<file path="src/rtl/uart_rx_frame_parser.sv">
// uart_rx_frame_parser: turns bytes from a UART receiver into framed 32-bit words.
// Frame: 0xA5, LEN (1..255), LEN payload bytes, CSUM (LEN + sum of payload, mod 256).
// Payload is packed little-endian into words that are queued in a small FIFO.
// Ports:
//   clock, reset        rising-edge clock, asynchronous active-high reset
//   rx_data/rx_done_sig byte from the UART receiver and its completion flag (any pulse width)
//   out_data/out_last   FIFO head word and its end-of-frame marker
//   out_valid/out_ready FIFO non-empty / consumer accept
//   frame_ok/frame_err  one-cycle frame verdict pulses; err_code holds the last error cause
//   busy                parser is inside a frame
module uart_rx_frame_parser #(
  parameter int unsigned TIMEOUT_CYC = 100000,
  parameter int unsigned FIFO_DEPTH  = 4   // power of two, >= 2
) (
  input  logic        clock,
  input  logic        reset,
  input  logic [7:0]  rx_data,
  input  logic        rx_done_sig,
  output logic [31:0] out_data,
  output logic        out_last,
  output logic        out_valid,
  input  logic        out_ready,
  output logic        frame_ok,
  output logic        frame_err,
  output logic [1:0]  err_code,
  output logic        busy
);

  localparam int unsigned AW = (FIFO_DEPTH > 1) ? $clog2(FIFO_DEPTH) : 1;
  localparam int unsigned TW = (TIMEOUT_CYC > 1) ? $clog2(TIMEOUT_CYC) : 1;

  localparam logic [7:0] SYNC_BYTE = 8'hA5;

  localparam logic [1:0] ERR_ZERO_LEN = 2'd0;
  localparam logic [1:0] ERR_CSUM     = 2'd1;
  localparam logic [1:0] ERR_TIMEOUT  = 2'd2;
  localparam logic [1:0] ERR_OVERFLOW = 2'd3;

  typedef enum logic [1:0] {
    S_IDLE,
    S_LEN,
    S_PAYLOAD,
    S_CSUM
  } state_t;

  state_t        r_state;
  state_t        w_state_nxt;

  logic          r_done_q;
  logic          w_byte_stb;
  logic [7:0]    r_rem;
  logic [7:0]    r_acc;
  logic [31:0]   r_word;
  logic [1:0]    r_bidx;
  logic [TW-1:0] r_tmo;

  logic [AW:0]   r_wr_ptr;
  logic [AW:0]   r_rd_ptr;
  logic [31:0]   r_mem_data [FIFO_DEPTH];
  logic          r_mem_last [FIFO_DEPTH];

  logic          r_frame_ok;
  logic          r_frame_err;
  logic [1:0]    r_err_code;
  logic          r_busy;

  logic          w_ok_nxt;
  logic          w_err_nxt;
  logic [1:0]    w_code_nxt;

  logic          w_timeout;
  logic          w_final_byte;
  logic [31:0]   w_word_merged;
  logic          w_empty;
  logic          w_full;
  logic          w_pop;
  logic          w_push_req;
  logic          w_push_drop;
  logic          w_push;

  // Rising-edge detect so a long rx_done_sig pulse yields one byte.
  assign w_byte_stb = rx_done_sig & ~r_done_q;

  assign w_timeout     = (r_state != S_IDLE) && !w_byte_stb && (r_tmo == TW'(TIMEOUT_CYC - 1));
  assign w_final_byte  = (r_rem == 8'd1);
  assign w_word_merged = r_word | (32'(rx_data) << {r_bidx, 3'b000});

  // Extra pointer bit separates full (MSBs differ) from empty (all equal).
  assign w_empty = (r_wr_ptr == r_rd_ptr);
  assign w_full  = (r_wr_ptr[AW] != r_rd_ptr[AW]) && (r_wr_ptr[AW-1:0] == r_rd_ptr[AW-1:0]);
  assign w_pop   = !w_empty && out_ready;

  // A word completes on its 4th byte or on the last payload byte; a full FIFO
  // still accepts it when the head leaves on the same edge.
  assign w_push_req  = (r_state == S_PAYLOAD) && w_byte_stb && ((r_bidx == 2'd3) || w_final_byte);
  assign w_push_drop = w_push_req && w_full && !w_pop;
  assign w_push      = w_push_req && !w_push_drop;

  // State register.
  always_ff @(posedge clock or posedge reset) begin
    if (reset) r_state <= S_IDLE;
    else       r_state <= w_state_nxt;
  end

  // Next-state logic.
  always_comb begin
    w_state_nxt = r_state;
    case (r_state)
      S_IDLE:    if (w_byte_stb && rx_data == SYNC_BYTE) w_state_nxt = S_LEN;
      S_LEN:     if (w_byte_stb) w_state_nxt = (rx_data == 8'd0) ? S_IDLE : S_PAYLOAD;
      S_PAYLOAD: begin
        if (w_byte_stb) begin
          if (w_push_drop)       w_state_nxt = S_IDLE;
          else if (w_final_byte) w_state_nxt = S_CSUM;
        end
      end
      S_CSUM:    if (w_byte_stb) w_state_nxt = S_IDLE;
      default:   w_state_nxt = S_IDLE;
    endcase
    if (w_timeout) w_state_nxt = S_IDLE;
  end

  // Verdict outputs; timeout never coincides with a byte so the sources are exclusive.
  always_comb begin
    w_ok_nxt   = 1'b0;
    w_err_nxt  = 1'b0;
    w_code_nxt = r_err_code;
    case (r_state)
      S_LEN: begin
        if (w_byte_stb && rx_data == 8'd0) begin
          w_err_nxt  = 1'b1;
          w_code_nxt = ERR_ZERO_LEN;
        end
      end
      S_PAYLOAD: begin
        if (w_push_drop) begin
          w_err_nxt  = 1'b1;
          w_code_nxt = ERR_OVERFLOW;
        end
      end
      S_CSUM: begin
        if (w_byte_stb) begin
          if (rx_data == r_acc) begin
            w_ok_nxt = 1'b1;
          end else begin
            w_err_nxt  = 1'b1;
            w_code_nxt = ERR_CSUM;
          end
        end
      end
      default: ;
    endcase
    if (w_timeout) begin
      w_err_nxt  = 1'b1;
      w_code_nxt = ERR_TIMEOUT;
    end
  end

  // Output registers.
  always_ff @(posedge clock or posedge reset) begin
    if (reset) begin
      r_frame_ok  <= 1'b0;
      r_frame_err <= 1'b0;
      r_err_code  <= 2'd0;
      r_busy      <= 1'b0;
    end else begin
      r_frame_ok  <= w_ok_nxt;
      r_frame_err <= w_err_nxt;
      r_err_code  <= w_code_nxt;
      r_busy      <= (w_state_nxt != S_IDLE);
    end
  end

  // Byte edge detect and inter-byte timeout counter.
  always_ff @(posedge clock or posedge reset) begin
    if (reset) begin
      r_done_q <= 1'b0;
      r_tmo    <= '0;
    end else begin
      r_done_q <= rx_done_sig;
      if (r_state == S_IDLE || w_byte_stb) r_tmo <= '0;
      else                                 r_tmo <= r_tmo + TW'(1);
    end
  end

  // Length, checksum and word assembly.
  always_ff @(posedge clock or posedge reset) begin
    if (reset) begin
      r_rem  <= 8'd0;
      r_acc  <= 8'd0;
      r_word <= 32'd0;
      r_bidx <= 2'd0;
    end else if (w_byte_stb) begin
      case (r_state)
        S_LEN: begin
          if (rx_data != 8'd0) begin
            r_rem  <= rx_data;
            r_acc  <= rx_data;
            r_word <= 32'd0;
            r_bidx <= 2'd0;
          end
        end
        S_PAYLOAD: begin
          r_acc <= r_acc + rx_data;
          r_rem <= r_rem - 8'd1;
          if (w_push_req) begin
            r_word <= 32'd0;
            r_bidx <= 2'd0;
          end else begin
            r_word <= w_word_merged;
            r_bidx <= r_bidx + 2'd1;
          end
        end
        default: ;
      endcase
    end
  end

  // Output word FIFO; words already queued survive frame errors.
  always_ff @(posedge clock or posedge reset) begin
    if (reset) begin
      r_wr_ptr <= '0;
      r_rd_ptr <= '0;
      for (int i = 0; i < int'(FIFO_DEPTH); i++) begin
        r_mem_data[i] <= 32'd0;
        r_mem_last[i] <= 1'b0;
      end
    end else begin
      if (w_push) begin
        r_mem_data[r_wr_ptr[AW-1:0]] <= w_word_merged;
        r_mem_last[r_wr_ptr[AW-1:0]] <= w_final_byte;
        r_wr_ptr                     <= r_wr_ptr + (AW+1)'(1);
      end
      if (w_pop) r_rd_ptr <= r_rd_ptr + (AW+1)'(1);
    end
  end

  assign out_data  = r_mem_data[r_rd_ptr[AW-1:0]];
  assign out_last  = r_mem_last[r_rd_ptr[AW-1:0]];
  assign out_valid = !w_empty;
  assign frame_ok  = r_frame_ok;
  assign frame_err = r_frame_err;
  assign err_code  = r_err_code;
  assign busy      = r_busy;

endmodule

</file>
<file path="config.mk">
export PLATFORM = sky130hd
export DESIGN_NAME = uart_rx_frame_parser
export DESIGN_NICKNAME = d
export VERILOG_FILES = /design/src/rtl/uart_rx_frame_parser.sv
export SDC_FILE = /design/constraint.sdc
export NUM_CORES = 1
export LEC_CHECK = 0
export CELL_PAD_IN_SITES_DETAIL_PLACEMENT = 1
export CELL_PAD_IN_SITES_GLOBAL_PLACEMENT = 2
export CORE_ASPECT_RATIO = 0.75
export CORE_MARGIN = 10
export CORE_UTILIZATION = 40
export CTS_CLUSTER_DIAMETER = 40
export DETAILED_ROUTE_END_ITERATION = 10
export GPL_TIMING_DRIVEN = 0
export PLACE_DENSITY = 0.84
export SLEW_MARGIN = 20
export SYNTH_ARGS = -nofsm -noshare
export SYNTH_HDL_FRONTEND = slang
export SYNTH_SLANG_ARGS = --single-unit
</file>
<file path="constraint.sdc">
create_clock -name clock -period 7.9 [get_ports clock]
set_input_delay 1.185 -clock clock [delete_from_list [all_inputs] [get_ports clock]]
set_output_delay 1.185 -clock clock [all_outputs]
set_load 0.03 [all_outputs]
</file>
# Word-level counts from Yosys, hierarchy flattened
# Cells that the tools add are included.
# word_totals
register_bits	213
inputBits	12
out_inout_bits	39
elab_cells	125
# classes
n_addsub	6
order_cmp	3
eq_ne	16
shifts	1
muxes	46
bitwise	5
reduce_logical	27
# op_table
operator	count
32-bit 2-to-1 mux	5
128-bit bitwise mux	1
32-bit binary-select mux with 2-bit select	1
32-bit demux with 2-bit select	1
32-bit one-hot mux with 2 select lines	1
32-bit OR	1
8-bit one-hot mux with 2 select lines	2
8-bit by 5-bit left shift with 32-bit output	1
2-bit 2-to-1 mux	15
17-bit by 1-bit adder with 17-bit output, second input constant	1
17-bit == test, second input constant	1
17-bit 2-to-1 mux	1
1-bit logical AND	12
3-bit != test, second input constant	4
1-bit 2-to-1 mux	11
8-bit adder	1
8-bit by 1-bit == test with 1-bit output, second input constant	1
8-bit == test	1
8-bit == test, second input constant	1
8-bit zero test	1
8-bit 2-to-1 mux	1
2-bit one-hot mux with 4 select lines	1
8-bit nonzero test	1
8-bit by 1-bit subtractor with 8-bit output, second input constant	1
26 further kinds	37

# Logic depth before layout (Yosys ltp)
# Gate-level depths: netlist of run 1.
# depth
depth_word	11
mapped_depth	9

# Least setup slack after synthesis of run 1
# OpenSTA, ideal clock, no wires.
# synth_timing
kind	reg2out
startpoint	register r_rd_ptr[0]
endpoint	output port out_data[10]
t_arrival_ns	1.485
required_time_ns	6.715
path_slack_ns	5.230
path_stages_with_launch	4
path_buffers	2
path_cell_list	dfrtp_1 -> buf_2 -> buf_2 -> mux4_2
# synth_via
elab_chain_len	4
# synth_rtl
element	line	source
start: declaration	58	logic [AW:0] r_rd_ptr;
start signal: assignment	234	if (w_pop) r_rd_ptr <= r_rd_ptr + (AW+1)'(1);
2-bit NOT with 3-bit output (not written as such)	238	assign out_data = r_mem_data[r_rd_ptr[AW-1:0]];
32-bit binary-select mux with 2-bit select	238	
32-bit 2-to-1 mux (not written as such) (2 in series)	238	
end: declaration	19	output logic [31:0] out_data,
# Every way passes these cells. The select of a mux whose other input is x is not followed.

# Final worst setup path of run 1
# layout_timing
startpoint	register r_rd_ptr[1]
endpoint	output port out_data[28]
# Same word-level chain as after synthesis.

==> results by stage, run 1 <==
Outcome:
- The flow ran to the end, and the final reports show no timing, DRC or antenna violations.

Finish:
- The final layout net count is 1032.
- Measured on the finished design, the core utilization comes to 0.4891.
- The multi-input combinational cells in the finished layout cover a total of slightly below 4000 um^2.
- The number of antenna diodes is 0.
- The layout has 2629 filler cells.
- The sequential cells in the finished layout cover a total of 5330 um^2.
- Compared with the post-synthesis result, the final layout area differs by 21.22%.
- In the final layout, the share of cells above drive strength 1 is 0.1307.

STA:
- Dividing the final minimum period by the clock period gives 0.5343.
- Measured against its own limit, the worst slew margin works out to 0.4219.
- The slew at the pin closest to its max-slew limit is 856.0 ps.
- Setup violations remaining at the end of the flow were counted as 0.
- The number of max-slew violations in the final report came to 0.
- The number of failing hold endpoints at the final stage is 0.
- The setup TNS after final layout is 0 ps.
- Derived from the worst setup path, the maximum achievable clock frequency is 0.2369 GHz.
- After layout, the minimum clock period comes to approximately 4200 ps.
- Setup repair after global routing left no endpoint under its margin.
- The worst setup skew after layout is 14.06 ps.

CTS:
- The clock-pin slew reported for the worst setup and hold paths after clock tree synthesis is 50 ps.
- The clock latency of the later-clocked register in the worst-skew pair is approximately 570 ps.
- In this run, post-CTS repair resized a total of 0 instances.
- The hold-fix buffer count after cts is 0.
- The TritonCTS clock tree is yes.
- The number of buffers on the longest clock path is 3.
- TritonCTS created 31 clock buffers.
- Once the clock tree was built, the setup fixing pass inserted 0 buffers.
- The buffer cell driving the clock tree root is sky130_fd_sc_hd__clkbuf_16.
- Counting every sink on the clock net gives ~210.
- In this run the number of H-tree levels came out at 1.

Worst setup path:
- The setup path with the least slack is of type reg -> out.
- The worst setup path is captured at an output port.
- The worst setup path is launched from a flip-flop.
- The required time at the worst-slack endpoint is about 6700 ps.
- STA puts the critical path data arrival time at 3040 ps.
- The maximum fanout along the worst path is 10.

Global route:
- The pin count of the biggest net entering global routing is 93.
- The first global-routing pass estimated between 40 and 50 mm of wire.
- For this run, the total global-route usage over all layers was measured as 0.1907.
- The number of global-route vias before repair was 8025.
- Summed over all layers, the global routing overflow is 0.
- The initial antenna violation count is 0.

Detailed routing:
- The number of design rule violations left after detail routing is 0.
- The pre-antenna-repair detailed-routing pass consisted of 4 iterations.
- The number of violations reported at the end of detailed-routing iteration 0 is 490.
- Dividing the detail-routed via count by the number of cells gives between 5 and 6.
- Summed over all layers, the routed wires come to 28.55 mm.
- The antenna violation net count after detailed routing is 0.
- Dividing the detail-routed wire length by the instance count gives 21.45 um.
- The routed layout has about 7300 vias.

Floorplan:
- Row generation in the floorplan step produced 49 rows.
- roughly 50 I/O pins were placed.
- The total die area is 30730 um^2.
- The starting density of the core is 0.4035.
- The core box area is 23850 um^2.
- The die extent in x is 199.1 um.
- The vertical die dimension is 154.3 um.

Synthesis:
- For this run, the register share of the synthesized area comes to 0.5539.
- In the synthesized netlist the dominant register cell turns out to be sky130_fd_sc_hd__dfrtp_1.
- The most common cell in the synthesized netlist is sky130_fd_sc_hd__dfrtp_1.
- Synthesis instantiated 50 different standard cells from the library.
- The post-synthesis register bit count is 213.
- The area of the mapped netlist is 9623 um^2.
- After synthesis, the cell types taking the most area are sky130_fd_sc_hd__dfrtp_1 (55%), sky130_fd_sc_hd__a21oi_1 (10%), sky130_fd_sc_hd__mux4_2 (7.7%).
- The commonest cells after synthesis are sky130_fd_sc_hd__dfrtp_1 (213), sky130_fd_sc_hd__a21oi_1 (193), sky130_fd_sc_hd__nor2_1 (163), sky130_fd_sc_hd__nand2_1 (58), sky130_fd_sc_hd__o21ai_0 (48).
- The number of synthesized flops with an enable pin is 0.
- The number of standard cells after synthesis is ~900.
- The average footprint of a synthesized cell is ~10 um^2.
- The top cell type's share of synthesized area is 0.5539.
- sky130_fd_sc_hd__dfrtp_1 takes more of the synthesized area than any other cell.
- Synthesis produced a netlist with a net count of 948.
- The number of warnings issued by yosys is 0.
- In the synthesized netlist the async set-or-reset flop fraction comes to 1.000.

Pwr:
- The cell leakage power is 5.261 nW.
- The worst IR drop on VDD is 0.1663 mV.
- Dividing total power by cell area gives a power density of 280.7 nW/um^2.

Hold path:
- The path class of the lowest-slack min-delay path is reg -> reg.

Placed design:
- Port buffering added 49 buffers.
- The half-perimeter wire length after detailed placement is 18.98 mm.
- The placer's final routability congestion estimate is 0.8051.

Run:
- The number of max-cap violations is 0.
[per-layer routing]
layer / track usage / wire (um) / vias up
li1: - / - / 3386
met1: 0.2791 / 13650 / 3784
met2: 0.2910 / 12950 / 135
met3: 0.03231 / 1578 / 27
met4: 0.03588 / 374 / 0
met5: 0 / 0 / -
[power by group]
group,switching [mW],total (mW),internal (mW)
Clock,0.532,1.46,0.932
Sequential,0.0518,1.21,1.15
Combinational,0.394,0.606,0.212
Total,0.978,3.27,2.30
[layout make-up]
cell class | instances | share of cell area
Clock inverter | 18 | 0.02210
Tap cell | 306 | 0.03282
Sequential cell | 213 | 0.4569
Clock buffer | 37 | 0.07272
Inverter | 15 | 0.005470
Multi-Input combinational cell | 631 | 0.3348
Buffer | 60 | 0.02842
Timing Repair Buffer | 51 | 0.04677
[final timing paths]
kind	startpoint	to	slack (ps)	depth (start not counted)
hold / removal	r_word[25]$_DFFE_PP0P_	r_word[25]$_DFFE_PP0P_	480	2
setup / recovery	r_rd_ptr[1]$_DFFE_PP0P_	out_data[28]	3680	4
setup reg to reg	r_rem[3]$_DFFE_PP0P_	r_mem_data[24]$_DFFE_PP0P_	5380	7
min in group asynchronous	reset	r_mem_data[67]$_DFFE_PP0P_	1050	2
hold reg to reg	r_word[25]$_DFFE_PP0P_	r_word[25]$_DFFE_PP0P_	480	2
max in group asynchronous	reset	r_mem_data[55]$_DFFE_PP0P_	5990	3
[placed cells by master, fill, tap and decap left out, types with 4 or more instances in the layout]
master                              n
sky130_fd_sc_hd__a21oi_1          193
sky130_fd_sc_hd__clkinv_4           4
sky130_fd_sc_hd__and3_1             6
sky130_fd_sc_hd__bufinv_16          5
sky130_fd_sc_hd__mux4_2            33
sky130_fd_sc_hd__clkdlybuf4s50_1   49
sky130_fd_sc_hd__nand2_1           58
sky130_fd_sc_hd__nor2b_1            6
sky130_fd_sc_hd__buf_4              4
sky130_fd_sc_hd__and2_1             6
sky130_fd_sc_hd__clkbuf_8           5
sky130_fd_sc_hd__nand2b_1           4
sky130_fd_sc_hd__o21ai_0           48
sky130_fd_sc_hd__dfrtp_1          213
sky130_fd_sc_hd__inv_1             14
sky130_fd_sc_hd__ha_1              16
sky130_fd_sc_hd__xnor2_1            9
sky130_fd_sc_hd__nor4_1             4
sky130_fd_sc_hd__clkbuf_1          18
sky130_fd_sc_hd__nand4_1            5
sky130_fd_sc_hd__xor2_1            14
sky130_fd_sc_hd__nand3_1           12
sky130_fd_sc_hd__clkinv_2           4
sky130_fd_sc_hd__buf_2             25
sky130_fd_sc_hd__nor2_1           163
sky130_fd_sc_hd__buf_6              8
sky130_fd_sc_hd__mux2_1             4
sky130_fd_sc_hd__buf_1              6
sky130_fd_sc_hd__clkbuf_16         31
sky130_fd_sc_hd__or3_1              4
sky130_fd_sc_hd__nor3_1             7
[kinds of logic (layout without fill, tap and decap cells)]
| group | count (synthesis) | count (layout) | synth area share |
|---|---|---|---|
| multiplexers | 41 | 41 | 0.08633 |
| XOR/XNOR | 23 | 23 | 0.02093 |
| AO/OA/AOI/OAI | 264 | 264 | 0.1443 |
| adder cells (fa/ha/maj) | 17 | 17 | 0.02288 |
| AND/OR/NAND/NOR | 286 | 286 | 0.1313 |
| buffers and inverters | 75 | 181 | 0.04031 |
| flip-flops | 213 | 213 | 0.5539 |
[critical path: stages (launching register included)]
cell,delay [ps]
sky130_fd_sc_hd__dfrtp_1,340
sky130_fd_sc_hd__buf_2,340
sky130_fd_sc_hd__clkbuf_1,690
sky130_fd_sc_hd__mux4_2,400
sky130_fd_sc_hd__clkdlybuf4s50_1,690
[sequential cells by signal (all words and copies together), names as in the netlist]
| register | count |
|---|---|
| r_mem_last | 4 |
| frame_err | 1 |
| r_tmo | 17 |
| r_mem_data | 128 |
| frame_ok | 1 |
| r_bidx | 2 |
| r_word | 32 |
| r_rd_ptr | 3 |
| r_rem | 8 |
| r_state | 2 |
| r_acc | 8 |
| err_code | 2 |
| r_wr_ptr | 3 |
| r_done_q | 1 |
| busy | 1 |
[through the flow]
| step | cell area [um^2] | power, mW | worst slack [ps] | instances | hold slack [ps] |
|---|---|---|---|---|---|
| after global routing | 11660 | 3.433 | 3602 | 1331 | 517.2 |
| after CTS | 11660 | 3.308 | 3682 | 1331 | 483.1 |
| final | 11660 | 3.275 | 3679 | 1331 | 481.8 |
| after global placement | 10500 | 1.806 | -2310 | 1274 | 461.2 |
| after floorplan | 9623 | 1.628 | 892.4 | 919 | 450.6 |
| after detailed placement | 10560 | 1.825 | 3959 | 1276 | 471.4 |
Power figures use the tool's default switching activity.
==> run 2: changes to the inputs <==
--- a/config.mk
+++ b/config.mk
@@ -9,11 +9,11 @@
 export CELL_PAD_IN_SITES_GLOBAL_PLACEMENT = 2
 export CORE_ASPECT_RATIO = 0.75
 export CORE_MARGIN = 10
-export CORE_UTILIZATION = 40
+export CORE_UTILIZATION = 36
 export CTS_CLUSTER_DIAMETER = 40
 export DETAILED_ROUTE_END_ITERATION = 10
 export GPL_TIMING_DRIVEN = 0
-export PLACE_DENSITY = 0.84
+export PLACE_DENSITY = 0.8
 export SLEW_MARGIN = 20
 export SYNTH_ARGS = -nofsm -noshare
 export SYNTH_HDL_FRONTEND = slang
==> constraint.sdc (replaced) <==
create_clock -name clock -period 3.8 [get_ports clock]
set_input_delay 0.57 -clock clock [delete_from_list [all_inputs] [get_ports clock]]
set_output_delay 0.57 -clock clock [all_outputs]
set_load 0.03 [all_outputs]
==> run 2 against run 1 <==
Against the previous run:
- global-route usage fell by 1.6 points
- largest power group unchanged
- critical endpoint unchanged
- design area is 1.3% higher
- register-to-register slack lost 4100 ps
- die area rose by 9.8%
- combinational power is 110% higher
- non-clock buffer count up 5
- via count rose by 0.87%
- worst setup slack got worse by 3300 ps
- wire length is 2.6% higher
- clock skew increased by 6.0 ps
==> results by stage, run 2 (synthesized netlist as in run 1, its figures left out) <==
STA:
- The slew at the pin closest to its max-slew limit is 926.1 ps.
- Derived from the worst setup path, the maximum achievable clock frequency is 0.2935 GHz.
- On the final layout, the worst clock skew is 20.07 ps.
- The number of failing hold endpoints at the final stage came to 0.
- The final hold slack is slightly above 400 ps.
- The worst relative slew slack is 0.3826.
- The number of max-slew violations in the final report is 0.
- The worst path needs 3407 ps of the cycle, external delays included.
- Setup repair after global routing left no endpoint under its margin.
- In the finished design, the share of the clock period the worst path needs comes to 0.8967.
- The setup TNS after final layout is 0 ps.
- The final count of negative-setup-slack endpoints is 0.

Finish:
- The library cells used most frequently in the layout, excluding fill and tap cells, are sky130_fd_sc_hd__dfrtp_1 (213), sky130_fd_sc_hd__a21oi_1 (193), sky130_fd_sc_hd__nor2_1 (163), sky130_fd_sc_hd__nand2_1 (58), sky130_fd_sc_hd__clkdlybuf4s50_1 (49).
- 0 antenna diodes ended up in the layout.
- The library cell used most frequently in the layout, excluding fill and tap cells, is sky130_fd_sc_hd__dfrtp_1.
- After the last flow step, the layout net total stands at 1040.
- The layout overhead on the synthesized area is 22.81%.
- The largest registers in the layout are r_mem_data: 128 flops, r_word: 32 flops, r_tmo: 17 flops.
- The register with the most flip-flops is r_mem_data.
- The flip-flop count of the largest register after layout is 128.
- The fraction of final layout cells sized beyond drive strength 1 is 0.1361.

Floorplan:
- From left edge to right edge, the die measures ~210 um.
- For this configuration, the core starts out at a cell density of 0.3678.
- In this run the core area contains 51 standard-cell rows.
- The total die area is 33740 um^2.
- The core box area is 26160 um^2.
- Measured along the y axis, the die boundary spans around 160 um.
- 51 I/O pins were placed.

Pwr:
- The analysis attributes to cell leakage a power of 5.305 nW.
- The worst IR drop on VDD is 0.3504 mV.
- Power spread over the standard cell area amounts to ~580 nW/um^2.

CTS:
- The tree is rooted in a sky130_fd_sc_hd__clkbuf_16.
- Buffers inserted to repair hold after CTS numbered 0.
- The clock latency of the later-clocked register in the worst-skew pair is 510 ps.
- No sink is reached through more buffers than the 3 on the longest clock path.
- The TritonCTS clock tree is yes.
- CTS saw 213 sinks.
- The number of buffers created by CTS is 34.
- Clock-pin slew was measured on the worst setup and hold paths at 50 ps.
- Buffers added to address setup during post-CTS repair amount to 0.
- The maximum level of the CTS H-tree is 2.
- The number of instances resized during post-cts repair is 0.

Worst setup path:
- For the worst setup path, the data arrival time is ~2800 ps.
- The number of cells traversed by the worst register-to-register path is 7.
- The most critical setup path has its endpoint at out_data[28].
- The setup path with the least slack is of type reg -> out.
- The largest individual stage delay along the critical path comes from the cell sky130_fd_sc_hd__clkbuf_1.
- The most critical setup path has its startpoint at r_rd_ptr[1]$_DFFE_PP0P_.
- The stage delay of the slowest cell on the critical path is 620 ps.
- The critical path goes through buf_2 -> clkbuf_1 -> mux4_2 -> clkdlybuf4s50_1.
- Along the worst path, the maximum fanout reaches 10.
- The launch point of the worst reg-to-reg path is r_rem[3]$_DFFE_PP0P_.
- At the worst endpoint, the required time is 3230 ps.
- The endpoint type of the worst setup path is an output port.
- The type of element launching the critical path is a flip-flop.
- The reg-to-reg setup timing slack is 1270 ps.
- In this run the critical register-to-register path is captured at r_mem_data[102]$_DFFE_PP0P_.

Global route:
- The initial antenna violation count is 0.
- The fraction of met3 tracks used by global routing is 0.03122.
- The combined global-route utilization of all metal layers is 0.1747.
- The first-pass GRT wire length is 47.53 mm.
- met2 is the most crowded layer.
- For this run, global-route usage on met2 was measured as 0.2697.
- The pin count of the biggest net entering global routing is 34.
- The number of global-route vias before repair is between 7000 and 8000.
- The met1 routing resource usage after global routing is 0.2497.
- The total global routing overflow is 0.

Placed design:
- The number of buffers inserted by port buffering is 49.
- The congestion estimate from routability-driven global placement came to 0.8025.
- Summed over all nets, the half-perimeter wirelength after detailed placement is 19.74 mm.

Hold path:
- In this run the worst hold path is classified as in -> async.

Detailed routing:
- The detailed-router iteration count before antenna repair is 4.
- The routed layout has 7396 vias.
- The antenna violation net count after detailed routing is 0.
- After the first detailed-routing iteration, the DRC count stood at approximately 450.
- Wires add up to 29.29 mm.
- The detail-routed via count per cell is 5.359.
- The number of design rule violations left after detail routing is 0.
- After detailed routing, the average wire length per cell comes to 21.23 um.

Outcome:
- The flow ran to the end, and the final reports show no timing, DRC or antenna violations.

Run:
- Across the run, the number of max-cap violations was 0.
==> run 2: critical path: cells and delay by family, from the launching register on <==
family	cells	cell delay (ps)
DFF	1	340
muxes	1	460
buffers and inverters	3	1540
==> run 2: cell type report <==
cell class              count  area [um^2]
inverters                  15        60.06
fillers                  2925        14350
plain buffers              60        331.6
repair buffers             56        630.6
flip-flops and latches    213         5330
clock buffers              46        999.7
clock inverters            15        130.1
multi-input cells         631         3905
well taps                 344        430.4
==> run 2: metrics by stage <==
stage,std cells,setup WS (ps),util,power (mW),instance area [um^2]
global route,1380,217.9,0.4517,7.140,11820
CTS,1380,332.3,0.4517,6.886,11820
global placement,1312,-1449,0.4032,3.749,10550
finish,1380,392.7,0.4517,6.807,11820
floorplan,919,459.8,-,3.386,9627
detailed placement,1319,398.6,0.4085,3.793,10690
==> run 2: how the worst min path moves through the flow <==
stage	from	end	slack, ps	depth (start not counted)
2_1_floorplan	r_word[0]$_DFFE_PP0P_	r_word[0]$_DFFE_PP0P_	450	2
3_3_place_gp	r_word[25]$_DFFE_PP0P_	r_word[25]$_DFFE_PP0P_	460	2
3_5_place_dp	r_word[30]$_DFFE_PP0P_	r_word[30]$_DFFE_PP0P_	470	2
4_1_cts	reset	r_mem_data[100]$_DFFE_PP0P_	410	2
5_1_grt	reset	r_mem_data[34]$_DFFE_PP0P_	430	2
6_report	reset	r_mem_data[100]$_DFFE_PP0P_	410	2
==> run 2: where the power goes <==
group          switching (mW)  internal [mW]  total (mW)
clock                    1.13           1.93        3.05
sequential              0.105           2.40        2.50
combinational           0.800          0.450        1.25
==> run 2: per-layer routing <==
| metal | wire, um | part of all wire |
|---|---|---|
| met5 | 0 | 0 |
| met4 | 461 | 0.016 |
| met3 | 1590 | 0.054 |
| met2 | 13290 | 0.45 |
| met1 | 13960 | 0.48 |
==> run 3: changes to the inputs <==
--- a/config.mk
+++ b/config.mk
@@ -9,12 +9,12 @@
 export CELL_PAD_IN_SITES_GLOBAL_PLACEMENT = 2
 export CORE_ASPECT_RATIO = 0.75
 export CORE_MARGIN = 10
-export CORE_UTILIZATION = 36
-export CTS_CLUSTER_DIAMETER = 40
+export CORE_UTILIZATION = 25
+export CTS_CLUSTER_DIAMETER = 120
 export DETAILED_ROUTE_END_ITERATION = 10
 export GPL_TIMING_DRIVEN = 0
-export PLACE_DENSITY = 0.8
-export SLEW_MARGIN = 20
+export PLACE_DENSITY = 0.6
+export SLEW_MARGIN = 0
 export SYNTH_ARGS = -nofsm -noshare
 export SYNTH_HDL_FRONTEND = slang
 export SYNTH_SLANG_ARGS = --single-unit
==> run 3 against run 2 <==
Against the previous run:
- count of clock-buffer cells in the layout decreased by 10
- utilization shrank 14 points
- clock power decreased by 13%
- sequential share of layout area rose by 0.14 points
- wire length rose by 6.5%
- first-iteration DRC count shrank 18%
- sequential power is essentially flat
- register-to-register slack lost 20 ps
- clock skew fell by 1.8 ps
- worst setup slack worse by 130 ps
- highest routed layer unchanged
==> results by stage, run 3 (synthesized netlist as in run 1, its figures left out) <==
CTS:
- The number of instances resized during post-cts repair is 0.
- TritonCTS built the clock tree.
- The number of buffers on the longest clock path is 3.
- The clock-pin slew reported for the worst setup and hold paths after clock tree synthesis is ~60 ps.
- For this design, the CTS-stage hold fixing added 0 buffers.
- CTS built an H-tree with a depth of 1.
- The number of buffers created by CTS is 25.
- The clock reaches the later pin of the worst-skew pair after 530 ps.
- The buffer cell driving the clock tree root is sky130_fd_sc_hd__clkbuf_16.
- The sink count of the clock tree is 213.
- The total setup buffers inserted after CTS is 0.

Pwr:
- Across the VDD grid, the largest voltage drop is between 0.2 and 0.3 mV.
- Dividing total power by cell area gives a power density of 543.7 nW/um^2.
- In this run the static leakage power is slightly above 5 nW.
- The overall power consumption is 6.405 mW.

Detailed routing:
- The first detailed-routing pass ran for 4 iterations.
- The number of violations reported at the end of detailed-routing iteration 0 is 365.
- Summed over all layers, the routed wires come to 31.19 mm.
- Across all layers, the routed design uses 7290 vias.
- In the final routed layout, each cell accounts on average for 20.37 um.
- The detail-routed via count per cell is 4.762.
- The antenna violation net count after detailed routing is 0.
- The routed length on met3 is 1.186 mm.
- The number of design rule violations left after detail routing is 0.
- The detailed-route wire length on metal 1 is around 16 mm.
- The routed wire length on met2 is 13.49 mm.
- Routed signal wires occupy layers up through met4.

Run:
- The number of max-cap violations is 0.

Floorplan:
- The die extent in x is about 250 um.
- The die is 189.9 um tall.
- The site row count is 62.
- The number of top-level design ports is 51.
- The total die area is 46820 um^2.
- The core region is about 38000 um^2.
- The starting density of the core is 0.2521.

Finish:
- In the layout the commonest cells are sky130_fd_sc_hd__dfrtp_1 (213), sky130_fd_sc_hd__a21oi_1 (193), sky130_fd_sc_hd__nor2_1 (163), sky130_fd_sc_hd__nand2_1 (58), sky130_fd_sc_hd__clkdlybuf4s50_1 (49).
- At the end of the flow the core is filled with cells to 0.3086.
- The library cell used most frequently in the layout, excluding fill and tap cells, is sky130_fd_sc_hd__dfrtp_1.
- The largest registers in the layout are r_mem_data: 128 flops, r_word: 32 flops, r_tmo: 17 flops.
- The number of antenna diodes is 0.
- The layout overhead on the synthesized area is 22.42%.
- The final design instance area without fill is 11780 um^2.
- In the final design database the tool counted 1030 nets.
- The register with the most flip-flops in the layout has 128 of them.
- In the final layout, the share of cells above drive strength 1 is 0.1246.
- The register with the most flip-flops in the final layout is r_mem_data.

STA:
- The slew at the pin closest to its max-slew limit is 1053 ps.
- After layout, the minimum clock period comes to 3536 ps.
- The final count of negative-setup-slack endpoints is 0.
- The final hold slack is 447.1 ps.
- In the finished design, the share of the clock period the worst path needs comes to 0.9306.
- The worst relative slew slack is 0.2890.
- The number of max-slew violations in the final report is 0.
- Setup repair after global routing left no endpoint under its margin.
- For the final database, setup skew stands at 18.22 ps.
- The number of failing hold endpoints at the final stage is 0.
- Static timing analysis puts the maximum clock frequency at 0.2828 GHz.

Worst setup path:
- The master of the slowest instance on the critical path is sky130_fd_sc_hd__clkdlybuf4s50_1.
- Data on the critical path arrives at its endpoint at 2970 ps.
- The worst register-to-register path begins at r_rem[3]$_DFFE_PP0P_.
- The startpoint of the most critical setup path is r_rd_ptr[1]$_DFFE_PP0P_.
- The endpoint type of the worst setup path is an output port.
- Along the worst path, the maximum fanout reaches 10.
- The signal on the critical path passes through buf_2 -> clkbuf_1 -> mux4_2 -> clkdlybuf4s50_1.
- The stage delay of the slowest cell on the critical path is 690 ps.
- For the worst setup path, the data required time is 3230 ps.
- The dominant delay contributor by cell family on the critical path is buffers and inverters.
- The type of element launching the critical path is a flip-flop.
- Together, buffers and inverters on the worst path number 3.
- The critical path is of the reg -> out type.

Global route:
- The number of global-route vias before repair is 7643.
- The initial antenna violation count is 1.
- The pin count of the biggest net entering global routing is 37.
- The total global routing overflow is 0.
- The combined global-route utilization of all metal layers is 0.1339.
- The first-pass GRT wire length is 48.80 mm.

Placed design:
- The placer's final routability congestion estimate is 0.7293.
- Once placement finished, the instance area stood at about 11000 um^2.
- Once detailed placement completed, the half-perimeter wirelength came to approximately 21 mm.
- Buffers placed on the I/O ports in this run total 49.

Hold path:
- The path class of the lowest-slack min-delay path is in -> async.

Outcome:
- The run finished with clean final reports.
-- run 3: layout make-up --
class | count | area, um^2
clock buffer | 36 | 757.0
buffer | 60 | 331.6
multi-input combinational | 631 | 3905
clock inverter | 9 | 145.1
sequential | 213 | 5330
fill | 4310 | 26390
tap | 512 | 640.6
inverter | 15 | 60.06
timing repair buffer | 55 | 610.6
-- run 3: worst register-to-register path, cell delays in order, from the launching register on --
cell	delay, ps
sky130_fd_sc_hd__dfrtp_1	470
sky130_fd_sc_hd__nor4_4	450
sky130_fd_sc_hd__a41oi_2	270
sky130_fd_sc_hd__nor3_4	350
sky130_fd_sc_hd__and2_1	240
sky130_fd_sc_hd__buf_6	190
sky130_fd_sc_hd__buf_2	320
sky130_fd_sc_hd__a21oi_1	120
-- run 3: final timing paths --
path / to / slack [ps] / cells past startpoint
min in group clock: r_mem_last[0]$_DFFE_PP0P_ / 480 / 1
worst min-delay path: r_mem_data[101]$_DFFE_PP0P_ / 450 / 2
worst min register to register: r_mem_last[0]$_DFFE_PP0P_ / 480 / 1
worst max register to register: r_mem_data[13]$_DFFE_PP0P_ / 1250 / 7
worst max-delay path: out_data[29] / 260 / 4
max in group asynchronous: r_mem_data[20]$_DFFE_PP0P_ / 2050 / 6
-- run 3: per-layer routing --
metal	track usage	up-vias
met1	0.2010	3781
met5	0	-
met4	0.02567	0
met3	0.02340	27
li1	-	3379
met2	0.1976	103
-- run 3: through the flow --
stage	cells	setup TNS, ps	worst slack [ps]
4_1_cts	1531	0	197.3
3_5_place_dp	1486	0	258.3
5_1_grt	1531	0	124.3
2_1_floorplan	919	0	459.8
3_3_place_gp	1480	-353950	-1690
6_report	1531	0	263.8
-- run 3: report_power, final --
group,switching (mW),internal (mW),total [mW]
sequential,0.105,2.40,2.50
combinational,0.812,0.448,1.26
clock,0.999,1.65,2.64
